### config.mk
export PLATFORM = sky130hd
export DESIGN_NAME = alu_div_seq
export DESIGN_NICKNAME = d
export VERILOG_FILES = /design/src/rtl/alu_div_seq.sv
export SDC_FILE = /design/constraint.sdc
export NUM_CORES = 1
export LEC_CHECK = 0
export ABC_AREA = 1
export BUFFER_PORTS_ARGS = -buffer_cell sky130_fd_sc_hd__buf_4
export CORE_MARGIN = 2
export CORE_UTILIZATION = 55
export CTS_CLUSTER_SIZE = 10
export DETAILED_ROUTE_END_ITERATION = 8
export PLACE_DENSITY_LB_ADDON = 0.08
export SYNTH_ARGS = -nofsm -noshare
export SYNTH_HDL_FRONTEND = slang
export SYNTH_SLANG_ARGS = --single-unit
### constraint.sdc
create_clock -name clk -period 5.8 [get_ports clk]
set_input_delay 1.45 -clock clk [delete_from_list [all_inputs] [get_ports clk]]
set_output_delay 1.45 -clock clk [all_outputs]
set_load 0.02 [all_outputs]
### src/rtl/alu_div_seq.sv
// Multi-cycle restoring divider for DIV/DIVU: one trial subtraction per cycle, MSB first.
// Optional macro ALU_DIV_ZERO_TRAP_EN: short-circuits b==0 to a one-edge result with dz=1.
module alu_div_seq #(
    parameter int WIDTH = 32
) (
    input  logic             clk,
    input  logic             reset,
    input  logic             start,
    input  logic             sign,
    input  logic [WIDTH-1:0] a,
    input  logic [WIDTH-1:0] b,
    output logic             busy,
    output logic             done,
    output logic [WIDTH-1:0] quo,
    output logic [WIDTH-1:0] rem,
    output logic             dz
);

    localparam int CW = $clog2(WIDTH) + 1;

    typedef enum logic [1:0] {
        IDLE,
        RUN,
        FIX
    } state_t;

    state_t           state_q, state_d;
    logic [CW-1:0]    count_q, count_d;
    logic [WIDTH:0]   r_q, r_d;
    logic [WIDTH-1:0] q_q, q_d;
    logic [WIDTH-1:0] dvsr_q, dvsr_d;
    logic [WIDTH-1:0] quo_q, quo_d;
    logic [WIDTH-1:0] rem_q, rem_d;
    logic             neg_quo_q, neg_quo_d;
    logic             neg_rem_q, neg_rem_d;
    logic             done_q, done_d;
    logic             dz_q, dz_d;
`ifdef ALU_DIV_ZERO_TRAP_EN
    logic             dz_pend_q, dz_pend_d;
`endif

    logic [WIDTH-1:0] a_mag;
    logic [WIDTH-1:0] b_mag;
    logic [WIDTH:0]   shifted;
    logic [WIDTH:0]   trial;

    always_ff @(posedge clk or posedge reset) begin
        if (reset) begin
            state_q   <= IDLE;
            count_q   <= '0;
            r_q       <= '0;
            q_q       <= '0;
            dvsr_q    <= '0;
            quo_q     <= '0;
            rem_q     <= '0;
            neg_quo_q <= 1'b0;
            neg_rem_q <= 1'b0;
            done_q    <= 1'b0;
            dz_q      <= 1'b0;
`ifdef ALU_DIV_ZERO_TRAP_EN
            dz_pend_q <= 1'b0;
`endif
        end else begin
            state_q   <= state_d;
            count_q   <= count_d;
            r_q       <= r_d;
            q_q       <= q_d;
            dvsr_q    <= dvsr_d;
            quo_q     <= quo_d;
            rem_q     <= rem_d;
            neg_quo_q <= neg_quo_d;
            neg_rem_q <= neg_rem_d;
            done_q    <= done_d;
            dz_q      <= dz_d;
`ifdef ALU_DIV_ZERO_TRAP_EN
            dz_pend_q <= dz_pend_d;
`endif
        end
    end

    // The most negative value maps to itself under negation, which is its correct unsigned magnitude.
    assign a_mag   = (sign && a[WIDTH-1]) ? -a : a;
    assign b_mag   = (sign && b[WIDTH-1]) ? -b : b;
    assign shifted = {r_q[WIDTH-1:0], q_q[WIDTH-1]};
    assign trial   = shifted - {1'b0, dvsr_q};

    always_comb begin
        state_d   = state_q;
        count_d   = count_q;
        r_d       = r_q;
        q_d       = q_q;
        dvsr_d    = dvsr_q;
        quo_d     = quo_q;
        rem_d     = rem_q;
        neg_quo_d = neg_quo_q;
        neg_rem_d = neg_rem_q;
        done_d    = 1'b0;
        dz_d      = dz_q;
`ifdef ALU_DIV_ZERO_TRAP_EN
        dz_pend_d = dz_pend_q;
`endif
        case (state_q)
            IDLE: begin
                if (start) begin
                    dvsr_d    = b_mag;
                    q_d       = a_mag;
                    r_d       = '0;
                    count_d   = '0;
                    neg_quo_d = sign & (a[WIDTH-1] ^ b[WIDTH-1]);
                    neg_rem_d = sign & a[WIDTH-1];
                    state_d   = RUN;
`ifdef ALU_DIV_ZERO_TRAP_EN
                    dz_pend_d = 1'b0;
                    // Preload so the FIX step yields quo=0 and rem=a without a separate path.
                    if (b == '0) begin
                        dz_pend_d = 1'b1;
                        q_d       = '0;
                        r_d       = {1'b0, a_mag};
                        neg_quo_d = 1'b0;
                        state_d   = FIX;
                    end
`endif
                end
            end
            RUN: begin
                q_d     = {q_q[WIDTH-2:0], ~trial[WIDTH]};
                r_d     = trial[WIDTH] ? shifted : trial;
                count_d = count_q + CW'(1);
                if (count_q == CW'(WIDTH - 1)) begin
                    state_d = FIX;
                end
            end
            FIX: begin
                quo_d   = neg_quo_q ? -q_q : q_q;
                rem_d   = neg_rem_q ? -r_q[WIDTH-1:0] : r_q[WIDTH-1:0];
                done_d  = 1'b1;
`ifdef ALU_DIV_ZERO_TRAP_EN
                dz_d    = dz_pend_q;
`else
                dz_d    = 1'b0;
`endif
                state_d = IDLE;
            end
            default: begin
                state_d = IDLE;
            end
        endcase
    end

    assign busy = (state_q != IDLE);
    assign done = done_q;
    assign quo  = quo_q;
    assign rem  = rem_q;
    assign dz   = dz_q;

endmodule

==> summary.txt <==
Setup path
  – Critical Setup Path Class: primary input to register
  – CP max FO: 31
  – Critical path startpoint category: primary input
  – Crit path cell chain: buf_4 > nand2_1 > inv_1 > nand2_1 > o21ai_0 > o21ai_0 > nand2_1 > o21ai_0
  – Slowest cell on crit path: inv_1
  – CP Data Required Time: 6.17 ns
  – Max incr delay on CP: a little over 0.6 ns
  – Worst setup EP type: register
  – Critical Path AT: around 3.6 ns

Clocking
  – Clk slew on worst S/H paths: 0.08 ns
  – Cts hold-fix bufs: 0
  – Clk_lat worst skew: roughly 0.45 ns
  – CTS resizes: 0
  – H-tree depth: 4
  – CTS max path bufs: 2
  – CTS tree: done
  – Postcts setup bufs: 0
  – Root Buffer: clkbuf_16
  – Num Clock Sinks: 171
  – Total CTS buffers: 17

Timing
  – Fin Setup TNS: 0 ns
  – RSZ-0062 raised after global routing: no
  – Min Hold Slack: just under 0.5 ns
  – Tcrit/Tclk final: 55.3%
  – Min setup slack post-route: 2.59 ns
  – Crit path time final: roughly 3.2 ns
  – Final-report setup violation count: 0
  – Slew margin rel.: a little over a third
  – Slew @ Worst Pin: 0.974 ns
  – Max Clk Rate: 312 MHz
  – Fin. max-slew vios: 0
  – Worst clock skew: between 0.015 and 0.02 ns
  – Final Hold Fails: 0

Final layout
  – Nets@finish: about 2200
  – Finished Cell Area: 14700 µm²
  – Area Growth Syn to Fin: 14.5%
  – Reg area: 4280 µm²
  – Area of the multi-input gates: 7200 µm²
  – Fillcell total: 2160
  – Final Util: 64.4%
  – Share of cells above drive strength 1: 9.89%
  – Ant diodes: 0

Route
  – Routed vias/inst: 5.35
  – DRT iter0 DRCs: 1460
  – Residual DRC: 0
  – Vias: around 13000
  – Avg WL per Cell: 15.2 µm
  – Post-DRT Antenna Nets: 0
  – DR pass1 iterations: 6
  – Total routed wirelength: 36.4 mm

Pwr
  – IR drop worst, VDD: 379 µV
  – Power share of the clock group: 13.5%
  – Sequential share of power: 26.0%
  – Net Switching: roughly 4.9 mW
  – Switching share of power: 52.3%
  – Leak: about 7.6 nW
  – PD cells: about 640 nW/µm²
  – Gate power share: 60.5%
  – P_int: between 4 and 5 mW

Logic synthesis
  – Xor/xnor share of the synthesized area: under 10%
  – EDFF count, synth: 0
  – Share of synthesized registers carrying an async set or reset: 100%
  – Largest family of logic cells by synthesized area: simple AND/OR/NAND/NOR gates
  – Mapped Cells: 1980
  – Adder-cell share of the synthesized area: under 10%
  – Mux cell area share after synthesis: 0%
  – Syn Nets: 2086
  – Flops & latches, synth: 171
  – Syn_area_per_cell: 6.47 µm²
  – Mapped Area: 12800 µm²
  – Top_reg_cell synth: dfrtp_1
  – Synth unique cells: 49
  – Compound-gate portion of the synthesized area: 10.2%
  – Register area share after synthesis: roughly a third
  – Simple-gate share of the synthesized area: 37.1%
  – Synth warn: 0

Floorplan
  – Starting Density: 56.2%
  – Row cnt: 55
  – Die area: 24500 µm²
  – Core Region: between 20000 and 25000 µm²
  – Die Span X: 157 µm
  – Die span in y: between 150 and 200 µm
  – Ports: roughly 140

Global routing
  – First-pass GRT wire length: ~59 mm
  – Largest net degree at the start of global routing: approximately 170
  – Number of global-route vias before repair: 11500
  – Antenna violations before repair: 0
  – Total track usage: 30.4%
  – Grt ovf: 0

Job
  – Max-cap viol count: 0

Placement
  – Routability cong.: 0.938
  – I/O Buffers: ~130
  – Detailed Place HPWL: 27.8 mm
  – Post-Place Cell Area: ~14000 µm²
  – Place WS: 2.23 ns

Run status
  – Status: complete, no violations

Min path
  – HP Class: register to register
[final timing paths]
kind	start	end	slack (ns)	depth (start not counted)
min	rem[24]	rem[24]	0.48	2
min reg2reg	rem[24]	rem[24]	0.48	2
max reg2reg	q_q[31]	r_q[21]	2.94	17
max in group asynchronous	reset	dvsr_q[14]	3.84	3
max	a[31]	q_q[30]	2.59	8
min in group asynchronous	reset	quo[14]	1.20	3
[state kept, by name, summed over array words and instances (netlist names), 2 cells and up]
signal / flops
count_q: 6
dvsr_q: 32
q_q: 32
quo: 32
r_q: 32
rem: 32
state_q: 2
[power by group through the flow]
stage / Clock (mW) / Sequential, mW / Combinational [mW]
finish: 1.27 / 2.44 / 5.67
global route: 1.34 / 2.49 / 6.47
CTS: 1.28 / 2.40 / 5.62
detailed placement: 0 / 2.42 / 5.57
global placement: 0 / 2.40 / 5.48
floorplan: 0 / 2.40 / 4.04
[cell usage after synthesis, types with 5 or more instances]
cell	number	area, µm²
nand2_1	643	2410
inv_1	277	1040
nand3_1	211	1060
nor2_1	174	653
dfrtp_1	171	4280
o21ai_0	129	646
xor2_1	62	543
clkbuf_1	40	150
ha_1	37	463
a21oi_1	33	165
a22oi_1	22	165
nor3_1	22	110
nand3b_1	20	150
nand4_1	19	119
a31oi_1	11	68.8
xnor2_1	11	96.3
o211ai_1	10	75.1
buf_1	8	30.0
buf_2	8	40.0
nand2_2	7	43.8
o221ai_1	6	52.6
inv_2	5	18.8
nor4_1	5	31.3
[cell families after synthesis]
group / count (synthesis)
other cells: 1
simple gates: 1123
fa+ha+maj: 38
xor+xnor: 73
flops: 171
compound gates: 228
buf+inv: 346
[metal layers]
metal | track usage (%) | vias up | wire [µm]
li1 | - | 6509 | -
met2 | 42.2 | 520 | 14200
met5 | 0 | - | 0
met4 | 7.47 | 0 | 579
met1 | 48.8 | 5804 | 18600
met3 | 4.40 | 40 | 3010
[layout by cell type, fill, tap and decap left out, drive strengths merged, types with 34 or more instances in the layout]
cell / n
nand2: 654
inv: 288
nand3: 213
nor2: 179
dfrtp: 171
buf: 141
o21ai: 133
xor2: 62
ha: 37
a21oi: 34
[final cells by class]
type	instances	share of cell area, %
repair buffers	141	7.30
clock inverters	15	1.51
flip-flops and latches	171	29.2
multi-input cells	1463	49.1
inverters	285	7.32
clock buffers	17	2.90
well taps	313	2.67
[per-stage QoR]
| step | total power, mW | instances |
|---|---|---|
| 2_1_floorplan | 6.44 | 1980 |
| 3_3_place_gp | 7.88 | 2373 |
| 3_5_place_dp | 8.00 | 2373 |
| 4_1_cts | 9.30 | 2405 |
| 5_1_grt | 10.3 | 2405 |
| 6_report | 9.37 | 2405 |
[worst max-delay path, delay by kind of cell]
family          cells  cell delay, ns
buf+inv             2            0.74
compound gates      3            0.56
simple gates        3            0.83
(Power assumes the default switching activity.)
